## src/rtl/pi_controller_mc_pkg.sv

```systemverilog
// -----------------------------------------------------------------------------
// pi_ctrl_pkg
// Shared types and helpers for the multi-channel PI velocity controller.
//   state_t        : sequencer states, one update per channel takes
//                    STATES_PER_CH cycles (ERR, INTEG, MUL_P, MUL_I, SUM).
//   STATES_PER_CH  : cycles spent per channel.
//   sat_resize     : clamps a signed value to the signed range of a given width.
// -----------------------------------------------------------------------------
package pi_ctrl_pkg;

  typedef enum logic [2:0] {
    ST_IDLE,
    ST_ERR,
    ST_INTEG,
    ST_MUL_P,
    ST_MUL_I,
    ST_SUM
  } state_t;

  localparam int STATES_PER_CH = 5;

  // Clamp v into [-2^(w-1), 2^(w-1)-1]; result is still 64 bits wide so the
  // caller can truncate to w bits without losing information.
  function automatic logic signed [63:0] sat_resize(input logic signed [63:0] v,
                                                    input int w);
    logic signed [63:0] hi;
    logic signed [63:0] lo;
    hi = (64'sd1 <<< (w - 1)) - 64'sd1;
    lo = -(64'sd1 <<< (w - 1));
    if (v > hi)      return hi;
    else if (v < lo) return lo;
    else             return v;
  endfunction

endpackage

```

## src/rtl/pi_controller_mc_if.sv

```systemverilog
// -----------------------------------------------------------------------------
// pi_controller_mc_if
// Request/response bundle between the velocity estimators / PWM generators and
// the PI controller.
//   start, integ_clear : requests from the system (master drives)
//   desired, actual    : packed per-channel signed velocities, channel c at
//                        [c*IN_W +: IN_W]
//   kp, ki             : shared signed gains
//   busy, done         : sequencer status (controller drives)
//   output_gain        : packed per-channel signed duty gains, [c*OUT_W +: OUT_W]
//   saturated          : per-channel output clamp flags
// -----------------------------------------------------------------------------
interface pi_controller_mc_if #(
  parameter int CHANNELS = 3,
  parameter int IN_W     = 16,
  parameter int GAIN_W   = 16,
  parameter int OUT_W    = 12
);

  logic                       start;
  logic                       integ_clear;
  logic [CHANNELS*IN_W-1:0]   desired;
  logic [CHANNELS*IN_W-1:0]   actual;
  logic signed [GAIN_W-1:0]   kp;
  logic signed [GAIN_W-1:0]   ki;
  logic                       busy;
  logic                       done;
  logic [CHANNELS*OUT_W-1:0]  output_gain;
  logic [CHANNELS-1:0]        saturated;

  modport master (
    output start, integ_clear, desired, actual, kp, ki,
    input  busy, done, output_gain, saturated
  );

  modport slave (
    input  start, integ_clear, desired, actual, kp, ki,
    output busy, done, output_gain, saturated
  );

endinterface

```

## src/rtl/pi_controller_mc_signed_saturate.sv

```systemverilog
// -----------------------------------------------------------------------------
// signed_saturate
// Combinational clamp of a signed IN_WIDTH value into the signed OUT_WIDTH
// range (no wrap-around).
//   din  : signed input, IN_WIDTH bits
//   dout : clamped signed output, OUT_WIDTH bits
// -----------------------------------------------------------------------------
module signed_saturate
  import pi_ctrl_pkg::*;
#(
  parameter int IN_WIDTH  = 17,
  parameter int OUT_WIDTH = 16
) (
  input  logic signed [IN_WIDTH-1:0]  din,
  output logic signed [OUT_WIDTH-1:0] dout
);

  logic signed [63:0] wide;
  logic signed [63:0] clamped;

  assign wide    = 64'(din);
  assign clamped = sat_resize(wide, OUT_WIDTH);
  assign dout    = OUT_WIDTH'(clamped);

endmodule

```

## src/rtl/pi_controller_mc.sv

```systemverilog
// -----------------------------------------------------------------------------
// pi_controller_mc
// Multi-channel saturating PI velocity controller. One multiplier is shared by
// all channels; each start pulse runs ERR -> INTEG -> MUL_P -> MUL_I -> SUM for
// channel 0, 1, ... CHANNELS-1, then pulses done.
//   clk   : clock
//   reset : asynchronous, active-high reset
//   bus   : pi_controller_mc_if slave (start, integ_clear, desired, actual,
//           kp, ki in; busy, done, output_gain, saturated out)
// -----------------------------------------------------------------------------
module pi_controller_mc
  import pi_ctrl_pkg::*;
#(
  parameter int CHANNELS  = 3,
  parameter int IN_W      = 16,
  parameter int GAIN_W    = 16,
  parameter int FRAC_BITS = 8,
  parameter int ACC_W     = 24,
  parameter int OUT_W     = 12
) (
  input  logic             clk,
  input  logic             reset,
  pi_controller_mc_if.slave bus
);

  localparam int CH_W   = (CHANNELS > 1) ? $clog2(CHANNELS) : 1;
  localparam int PROD_W = GAIN_W + IN_W;
  localparam int MUL_W  = GAIN_W + ACC_W;
  localparam int SUM_W  = MUL_W + 1;

  state_t state, state_nxt;
  logic [CH_W-1:0] ch;
  logic            last_ch;

  logic load, clr, err_en, integ_en, mul_p_en, mul_i_en, sum_en;

  logic signed [IN_W-1:0]   des_l [CHANNELS];
  logic signed [IN_W-1:0]   act_l [CHANNELS];
  logic signed [GAIN_W-1:0] kp_l, ki_l;

  logic signed [ACC_W-1:0]  acc   [CHANNELS];
  logic signed [OUT_W-1:0]  out_r [CHANNELS];
  logic [CHANNELS-1:0]      sat_r;
  logic                     done_r;

  logic signed [IN_W:0]     diff;
  logic signed [IN_W-1:0]   err_c, err_p0;
  logic signed [ACC_W:0]    acc_sum;
  logic signed [ACC_W-1:0]  acc_c;
  logic                     hold;

  logic signed [GAIN_W-1:0] mul_a;
  logic signed [ACC_W-1:0]  mul_b;
  logic signed [MUL_W-1:0]  mul_y;
  logic signed [PROD_W-1:0] prod_p1;
  logic signed [MUL_W-1:0]  prod2_p2;

  logic signed [SUM_W-1:0]  sum, sum_sh;
  logic signed [OUT_W-1:0]  out_c;
  logic                     out_sat;

  assign last_ch = (ch == CH_W'(CHANNELS - 1));

  // ---------------------------------------------------------------------------
  // Sequencer: state register, next-state logic, decoded stage enables
  // ---------------------------------------------------------------------------
  always_ff @(posedge clk or posedge reset) begin
    if (reset) state <= ST_IDLE;
    else       state <= state_nxt;
  end

  always_comb begin
    state_nxt = state;
    case (state)
      ST_IDLE:  if (bus.start) state_nxt = ST_ERR;
      ST_ERR:   state_nxt = ST_INTEG;
      ST_INTEG: state_nxt = ST_MUL_P;
      ST_MUL_P: state_nxt = ST_MUL_I;
      ST_MUL_I: state_nxt = ST_SUM;
      ST_SUM:   state_nxt = last_ch ? ST_IDLE : ST_ERR;
      default:  state_nxt = ST_IDLE;
    endcase
  end

  always_comb begin
    load     = 1'b0;
    clr      = 1'b0;
    err_en   = 1'b0;
    integ_en = 1'b0;
    mul_p_en = 1'b0;
    mul_i_en = 1'b0;
    sum_en   = 1'b0;
    case (state)
      ST_IDLE: begin
        load = bus.start;
        clr  = bus.integ_clear;
      end
      ST_ERR:   err_en   = 1'b1;
      ST_INTEG: integ_en = 1'b1;
      ST_MUL_P: mul_p_en = 1'b1;
      ST_MUL_I: mul_i_en = 1'b1;
      ST_SUM:   sum_en   = 1'b1;
      default: ;
    endcase
  end

  always_ff @(posedge clk or posedge reset) begin
    if (reset) begin
      ch     <= '0;
      done_r <= 1'b0;
    end else begin
      done_r <= sum_en && last_ch;
      if (load)                  ch <= '0;
      else if (sum_en && !last_ch) ch <= ch + 1'b1;
    end
  end

  // ---------------------------------------------------------------------------
  // Input snapshot taken on an accepted start
  // ---------------------------------------------------------------------------
  always_ff @(posedge clk) begin
    if (load) begin
      for (int c = 0; c < CHANNELS; c++) begin
        des_l[c] <= $signed(bus.desired[c*IN_W +: IN_W]);
        act_l[c] <= $signed(bus.actual[c*IN_W +: IN_W]);
      end
      kp_l <= bus.kp;
      ki_l <= bus.ki;
    end
  end

  // ---------------------------------------------------------------------------
  // ERR stage: one extra bit so the subtraction cannot wrap before clamping
  // ---------------------------------------------------------------------------
  assign diff = (IN_W+1)'(des_l[ch]) - (IN_W+1)'(act_l[ch]);

  signed_saturate #(.IN_WIDTH(IN_W + 1), .OUT_WIDTH(IN_W)) u_err_sat (
    .din  (diff),
    .dout (err_c)
  );

  always_ff @(posedge clk) begin
    if (err_en) err_p0 <= err_c;
  end

  // ---------------------------------------------------------------------------
  // INTEG stage: conditional integration. While the output sits on a rail,
  // an error pushing further into that rail is not accumulated.
  // ---------------------------------------------------------------------------
  assign acc_sum = (ACC_W+1)'(acc[ch]) + (ACC_W+1)'(err_p0);
  assign hold    = sat_r[ch] && (err_p0[IN_W-1] == out_r[ch][OUT_W-1]);

  signed_saturate #(.IN_WIDTH(ACC_W + 1), .OUT_WIDTH(ACC_W)) u_acc_sat (
    .din  (acc_sum),
    .dout (acc_c)
  );

  // Clear is only decoded in IDLE, so it lands before the first INTEG of a
  // sequence started in the same cycle.
  always_ff @(posedge clk or posedge reset) begin
    if (reset) begin
      for (int c = 0; c < CHANNELS; c++) acc[c] <= '0;
    end else if (clr) begin
      for (int c = 0; c < CHANNELS; c++) acc[c] <= '0;
    end else if (integ_en && !hold) begin
      acc[ch] <= acc_c;
    end
  end

  // ---------------------------------------------------------------------------
  // MUL_P / MUL_I stages: single shared multiplier, operands muxed by stage
  // ---------------------------------------------------------------------------
  assign mul_a = mul_i_en ? ki_l : kp_l;
  assign mul_b = mul_i_en ? acc[ch] : ACC_W'(err_p0);
  assign mul_y = MUL_W'(mul_a) * MUL_W'(mul_b);

  // kp*err always fits PROD_W, so the low slice is exact.
  always_ff @(posedge clk) begin
    if (mul_p_en) prod_p1  <= mul_y[PROD_W-1:0];
    if (mul_i_en) prod2_p2 <= mul_y;
  end

  // ---------------------------------------------------------------------------
  // SUM stage: widened add, floor shift out of Q format, clamp to OUT_W
  // ---------------------------------------------------------------------------
  assign sum    = SUM_W'(prod_p1) + SUM_W'(prod2_p2);
  assign sum_sh = sum >>> FRAC_BITS;

  signed_saturate #(.IN_WIDTH(SUM_W), .OUT_WIDTH(OUT_W)) u_out_sat (
    .din  (sum_sh),
    .dout (out_c)
  );

  assign out_sat = (sum_sh != SUM_W'(out_c));

  always_ff @(posedge clk or posedge reset) begin
    if (reset) begin
      for (int c = 0; c < CHANNELS; c++) out_r[c] <= '0;
      sat_r <= '0;
    end else if (sum_en) begin
      out_r[ch] <= out_c;
      sat_r[ch] <= out_sat;
    end
  end

  // ---------------------------------------------------------------------------
  // Outputs
  // ---------------------------------------------------------------------------
  assign bus.busy      = (state != ST_IDLE);
  assign bus.done      = done_r;
  assign bus.saturated = sat_r;

  for (genvar g = 0; g < CHANNELS; g++) begin : g_out
    assign bus.output_gain[g*OUT_W +: OUT_W] = out_r[g];
  end

endmodule
```

## src/flat_wrapper.sv

```systemverilog
// flat-port wrapper written by rule: the top's interface ports become plain ports
module pi_controller_mc_flat import pi_ctrl_pkg::*;
#(
  parameter int CHANNELS  = 3,
  parameter int IN_W      = 16,
  parameter int GAIN_W    = 16,
  parameter int FRAC_BITS = 8,
  parameter int ACC_W     = 24,
  parameter int OUT_W     = 12
)
  (clk, reset, bus_start, bus_integ_clear, bus_desired, bus_actual, bus_kp, bus_ki, bus_busy, bus_done, bus_output_gain, bus_saturated);
  pi_controller_mc_if #(.CHANNELS(CHANNELS), .IN_W(IN_W), .GAIN_W(GAIN_W), .OUT_W(OUT_W)) bus_i ();
  input  logic clk;
  input  logic reset;
  input wire logic [$bits(bus_i.start)-1:0] bus_start;
  input wire logic [$bits(bus_i.integ_clear)-1:0] bus_integ_clear;
  input wire logic [$bits(bus_i.desired)-1:0] bus_desired;
  input wire logic [$bits(bus_i.actual)-1:0] bus_actual;
  input wire logic [$bits(bus_i.kp)-1:0] bus_kp;
  input wire logic [$bits(bus_i.ki)-1:0] bus_ki;
  output wire logic [$bits(bus_i.busy)-1:0] bus_busy;
  output wire logic [$bits(bus_i.done)-1:0] bus_done;
  output wire logic [$bits(bus_i.output_gain)-1:0] bus_output_gain;
  output wire logic [$bits(bus_i.saturated)-1:0] bus_saturated;
  assign bus_i.start = bus_start;
  assign bus_i.integ_clear = bus_integ_clear;
  assign bus_i.desired = bus_desired;
  assign bus_i.actual = bus_actual;
  assign bus_i.kp = bus_kp;
  assign bus_i.ki = bus_ki;
  assign bus_busy = bus_i.busy;
  assign bus_done = bus_i.done;
  assign bus_output_gain = bus_i.output_gain;
  assign bus_saturated = bus_i.saturated;
  pi_controller_mc #(.CHANNELS(CHANNELS), .IN_W(IN_W), .GAIN_W(GAIN_W), .FRAC_BITS(FRAC_BITS), .ACC_W(ACC_W), .OUT_W(OUT_W)) u_core (.clk(clk), .reset(reset), .bus(bus_i));
endmodule
```

## config.mk

```make
export PLATFORM = sky130hd
export DESIGN_NAME = pi_controller_mc_flat
export DESIGN_NICKNAME = d
export VERILOG_FILES = /design/src/rtl/pi_controller_mc_pkg.sv /design/src/rtl/pi_controller_mc_if.sv /design/src/rtl/pi_controller_mc_signed_saturate.sv /design/src/rtl/pi_controller_mc.sv /design/src/flat_wrapper.sv
export SDC_FILE = /design/constraint.sdc
export NUM_CORES = 2
export LEC_CHECK = 0
export ABC_AREA = 0
export ABC_CLOCK_PERIOD_IN_PS = 19900
export BUFFER_PORTS_ARGS = -buffer_cell sky130_fd_sc_hd__buf_4
export CAP_MARGIN = 20
export CORE_AREA = 2 2 245 247
export CTS_BUF_LIST = sky130_fd_sc_hd__clkbuf_16
export CTS_CLUSTER_SIZE = 24
export DETAILED_ROUTE_END_ITERATION = 10
export DIE_AREA = 0 0 247 249
export PLACE_DENSITY = 0.71
export SETUP_SLACK_MARGIN = 0.5
export SKIP_CTS_REPAIR_TIMING = 1
export SYNTH_ARGS = -nofsm -noshare
export SYNTH_HDL_FRONTEND = slang
export SYNTH_HIERARCHICAL = 1
export SYNTH_SLANG_ARGS = --single-unit
```

## constraint.sdc

```tcl
create_clock -name clk -period 19.9 [get_ports clk]
set_input_delay 2.985 -clock clk [delete_from_list [all_inputs] [get_ports clk]]
set_output_delay 2.985 -clock clk [all_outputs]
set_load 0.005 [all_outputs]
```

---- After elaboration in Yosys (flattened, before gate mapping) ----
Memories as Yosys holds them, arrays and structs flattened.
Index checks and enable logic that the tools add are counted.
cells by class
  $add $sub $neg .......................... 4
  multiply operators ...................... 1
  divide/modulo/power cells ............... 0
  magnitude comparators ................... 10
  equal/unequal tests ..................... 9
  shift-type cells ........................ 0
  multiplexer cells ....................... 40
  bitwise operators ....................... 1
  reductions and logical operators ........ 12
operators by type and width
  kind                                                                               count
  24-bit two-way mux                                                                 6
  72-bit two-way mux                                                                 2
  72-bit bitwise mux                                                                 1
  12-bit two-way mux                                                                 5
  24-bit binary-select mux with 2-bit select                                         1
  24-bit demux with 2-bit select                                                     1
  32-bit by 40-bit adder with 41-bit output                                          1
  16-bit by 24-bit multiplier with 40-bit output                                     1
  36-bit bitwise mux                                                                 1
  33-bit by 12-bit greater-than comparator with 1-bit output, second input constant  1
  33-bit by 12-bit < comparator with 1-bit output, second input constant             1
  33-bit by 12-bit inequality test with 1-bit output                                 1
  16-bit two-way mux                                                                 2
  24-bit by 16-bit adder with 25-bit output                                          1
  25-bit by 24-bit greater-than comparator with 1-bit output, second input constant  1
  25-bit by 24-bit < comparator with 1-bit output, second input constant             1
  12-bit binary-select mux with 2-bit select                                         1
  12-bit demux with 2-bit select                                                     1
  3-bit one-hot mux with 6 select lines                                              1
  17-bit by 16-bit greater-than comparator with 1-bit output, second input constant  1
  17-bit by 16-bit < comparator with 1-bit output, second input constant             1
  16-bit by 16-bit subtractor with 17-bit output                                     1
  1-bit two-way mux                                                                  12
  3-bit by 2-bit equality test with 1-bit output, second input constant              2
  other kinds (21)                                                                   30
word-level totals
  bits in registers ....................... 237
  latch bits .............................. 0
  bits in writable memories ............... 96
  bits in read-only memories .............. 0
  input bits .............................. 132
  output and inout port bits .............. 41
  logic and storage cells ................. 94
  memories kept ........................... 2
memories
  name          depth  width  rd ports  clocked after memory_dff  write ports  line                    source
  u_core.act_l  3      16     1         0                         3            pi_controller_mc.sv:38  logic signed [IN_W-1:0] act_l [CHANNELS];
  u_core.des_l  3      16     1         0                         3            pi_controller_mc.sv:37  logic signed [IN_W-1:0] des_l [CHANNELS];

---- Depth between registers and ports, before layout ----
  depth after elaboration ................. 11
  mapped depth ............................ 33
  gate-level depth less buffers ........... 30

---- Modules after synthesis ----
Netlist, hierarchy kept.
by module, submodules not included
  module                               times used  cells each  area each (um2)  sequential area each (um2)
  pi_controller_mc                     1           3,075       30,648.1         9,414.0
  signed_saturate at u_core.u_out_sat  1           49          344.1            0.0
  signed_saturate at u_core.u_acc_sat  1           29          307.8            0.0
  signed_saturate at u_core.u_err_sat  1           50          260.2            0.0

---- Worst setup path after synthesis ----
Ideal clock, no wire load.
  kind .................................... flip-flop to flip-flop
  start ................................... register u_core.state[0]
  end ..................................... register u_core.prod2_p2[38], data pin
  arrival ................................. 9.131 ns
  data required time ...................... 19.642 ns
  slack ................................... 10.511 ns
  cell stages (with the launch flop) ...... 32
  buffers on the path ..................... 4
  clock period less this slack ............ 9.389 ns
  path through ............................ dfrtp_1 > clkbuf_1 > nor2_1 > nand2_1 > inv_1 > clkbuf_1 > clkbuf_1 > clkbuf_1 > nand2_1 > nand2_1 > nand2_1 > fa_1 > inv_1 > fa_1 > fa_1 > fa_1 > fa_1 > inv_1 > fa_1 > inv_1 > ha_1 > and3_1 > and2_1 > a221o_1 > a2111oi_2 > nor3_1 > and3_1 > o311ai_2 > a31oi_1 > a21o_1 > a21oi_1 > xnor2_1
between the ends
  word-level cells in the longest chain between the ends .. 4
  elaborated cells between the ends (all ways) .. 5
  those cells by class .................... mul: 1; eq/ne: 1; mux: 3
ends and longest elaborated chain
  what                                                      line                                              source
  from (decl)                                               pi_controller_mc.sv:31                            state_t state, state_nxt;
  from (signal assigned)                                    pi_controller_mc.sv:69                            else state <= state_nxt;
  3-bit equality test *                                     pi_controller_mc.sv:93                            case (state)
  1-bit two-way mux *                                       pi_controller_mc.sv:93
  16-bit two-way mux or 24-bit two-way mux (tied branches)  pi_controller_mc.sv:173, pi_controller_mc.sv:174
  16-bit by 24-bit multiplier with 40-bit output *          pi_controller_mc.sv:175                           assign mul_y = MUL_W'(mul_a) * MUL_W'(mul_b);
  net u_core.mul_y[38]                                      pi_controller_mc.sv:54                            logic signed [MUL_W-1:0] mul_y;
  to (signal assigned)                                      pi_controller_mc.sv:180                           if (mul_i_en) prod2_p2 <= mul_y;
  to (decl)                                                 pi_controller_mc.sv:56                            logic signed [MUL_W-1:0] prod2_p2;
The timed path passes the listed nets; every way through them passes the cells marked *.
A chain may end at the register's enable or synchronous reset.

---- Worst setup path in the final report ----
  start ................................... register u_core.state[0]
  end ..................................... register u_core.prod2_p2[39], data pin
Same word-level chain as after synthesis.

==> flow_summary.ini <==
[run_status]
status = complete, no violations

[sta]
fin_skew_ns = 0.0325
drv_slew = 0
tightest_slew_ns = 1.08
setup_tns_ns = 0
rsz0062_at_grt = false
fmax_ghz = 0.102
min_period_over_period_pct = 49.4
setup_viol = 0
post-route-min-period_ns = 9.83
relSlewSlack_pct = 25.8
hold_viol_final = 0

[place]
gp_congestion = 0.984
place_hpwl_mm = 61.9
port_buffers = 172

[drt]
ant_nets = 0
drc = 0
drt_pass1_iterations = 6
vias = 23300
wl_per_cell_um = 19.1
vias_per_cell = 5.63
drt_iter0_markers = 1700
wl_mm = 79.1

[synthesis]
yosysSeqAreaShare_pct = 29.8
syn_area_um2 = 31600
yosysTopAreaCellShare_pct = 23.9
synthCells = 3203
ys.flop_type = edfxtp_1
ys_seq_elements = 333
synth_area_leaders = fa_1 24%, edfxtp_1 21%, dfrtp_1 9.3%, ha_1 7.1%, inv_1 6.1%
syn-mean-instance-area_um2 = 9.85
async_reset_ff_share_pct = 35.1
synth_nets = 3891
synth_top_area_cell = fa_1
synth_cell_type_count = 94
synth-edff-count = 216
yosysWarnings = 6

[global_route]
grt_max_degree = 95
grtUsageTotal_pct = 26.7
grt_pass1_vias = 24500
antenna_found_initial = 0
overflow = 0
grt_pass1_wl_mm = 130

[critical_path]
critPathBufInv = 7
reg2reg_setup_slack_ns = 10.07
end_kind = register
crit_family = adder cells
cpMaxStageDelayCell = mux2i_1
crit_type = reg2reg
cp_common_cell = fa_1
path_max_fanout = 70
required_ns = 20.18
startpoint_type = register
slowest_delay_ns = 0.80
arrival_ns = 10.11

[floorplan]
die_h_um = 249
fp.dieW_um = 247
start_util_pct = 53.8
row_count = 89
dieArea_um2 = 61500
coreArea_um2 = 58700
io_pins = 173

[clock_network]
clock_sinks = 333
cts_tree = done
clock_latency_ns = 0.58
cts_buffers = 37
cts_root_buffer = clkbuf_16
clk_pin_slew_ns = 0.06
clk_path_buf_depth = 3
h-tree-depth = 2

[worst_hold_path]
hold_path.class = reg2reg

[layout]
syn_to_final_growth_pct = 10.6
diodes = 0
layout-drive-gt1-share_pct = 11.3
nNetsFinal = 4019

[job]
cap_violations = 0
-- flip-flops by register name, summed over array words and instances, names as in the netlist --
register                count
u_core/err_p0              16
u_core/act_l               48
u_core/kp_l                16
u_core/ki_l                16
u_core/prod_p1             32
u_core/bus.output_gain     36
u_core/acc                 72
u_core/state                3
u_core/bus.done             1
u_core/des_l               48
u_core/prod2_p2            40
u_core/bus.saturated        3
u_core/ch                   2
-- routing by layer --
layer | up-vias | global-route usage, % | wire length (um)
li1 | 10700 | - | -
met3 | 187 | 4.72 | 5750
met1 | 11500 | 34.2 | 32000
met5 | - | 0 | 0
met4 | 0 | 10.1 | 3170
met2 | 895 | 45.2 | 38100
-- final timing paths --
kind | startpoint | cells after the start | end
setup / recovery | u_core/state[0] | 29 | u_core/prod2_p2[39]
hold / removal | u_core/bus.output_gain[34] | 1 | u_core/bus.output_gain[34]
setup reg to reg | u_core/state[0] | 29 | u_core/prod2_p2[39]
hold reg to reg | u_core/bus.output_gain[34] | 1 | u_core/bus.output_gain[34]
max in group asynchronous | reset | 4 | u_core/acc[23]
min in group asynchronous | reset | 2 | u_core/bus.saturated[1]
-- synth_stat cells (6+ instances only) --
| master | number |
|---|---|
| inv_1 | 510 |
| nand2_1 | 420 |
| fa_1 | 376 |
| nor2_1 | 340 |
| edfxtp_1 | 216 |
| ha_1 | 180 |
| mux2i_1 | 139 |
| a21oi_1 | 120 |
| dfrtp_1 | 117 |
| o21ai_0 | 99 |
| clkbuf_1 | 91 |
| xnor2_1 | 71 |
| mux2_2 | 37 |
| a21o_1 | 32 |
| xor2_1 | 31 |
| o21a_1 | 28 |
| nor3_1 | 24 |
| nand3_1 | 23 |
| maj3_2 | 20 |
| nor4_1 | 20 |
| and2_1 | 19 |
| nand4_1 | 19 |
| nand2b_1 | 18 |
| nor2b_1 | 17 |
| o21bai_1 | 15 |
| a31oi_1 | 12 |
| o21ai_2 | 12 |
| a211oi_1 | 11 |
| o21ai_1 | 11 |
| o2bb2ai_1 | 11 |
| buf_1 | 10 |
| a21boi_0 | 9 |
| and3_1 | 9 |
| or3_1 | 9 |
| buf_2 | 8 |
| a211o_1 | 7 |
| or2_2 | 7 |
| buf_6 | 6 |
-- layout make-up --
cell class	instances	area, um^2
clock buffers	37	926
clock inverters	31	277
fillers	4784	23800
inverters	512	1930
multi-input cells	2240	19800
flip-flops and latches	333	9420
well taps	773	967
repair buffers	207	1640
-- logic make-up after synthesis --
logic type | share of synthesized area, %
AO/OA/AOI/OAI | 8.79
XOR/XNOR | 3.12
adder cells (fa/ha/maj) | 31.8
buffers and inverters | 7.70
flip-flops | 29.8
multiplexers | 5.73
AND/OR/NAND/NOR | 13.0
-- metrics by stage --
step | std cells | area, um^2 | worst slack (ns) | utilization (%) | hold WS (ns)
after global placement | 4057 | 33600 | 10.40 | 57.2 | 0.481
after floorplan | 3203 | 31600 | 10.51 | - | 0.469
after global routing | 4133 | 34900 | 9.43 | 59.5 | 0.524
final | 4133 | 34900 | 10.07 | 59.5 | 0.505
after CTS | 4126 | 34800 | 10.08 | 59.3 | 0.508
after detailed placement | 4058 | 33600 | 10.16 | 57.2 | 0.494
-- cells in the final DEF (no fill, tap or decap), types with 18 or more instances in the layout --
cell type / n
maj3_2: 20
o21a_1: 28
ha_1: 180
nand3_1: 23
mux2_2: 37
nor4_1: 20
a21oi_1: 119
nand2b_1: 18
a21o_1: 32
edfxtp_1: 216
xnor2_1: 70
inv_1: 516
mux2i_1: 137
buf_4: 201
nor3_1: 24
nand2_1: 419
nand4_1: 19
xor2_1: 31
o21ai_0: 99
fa_1: 376
nor2_1: 340
dfrtp_1: 115
clkbuf_16: 37
Power is not shown: default switching activity piles up to over one toggle a cycle in this logic, so the estimate is an artifact.
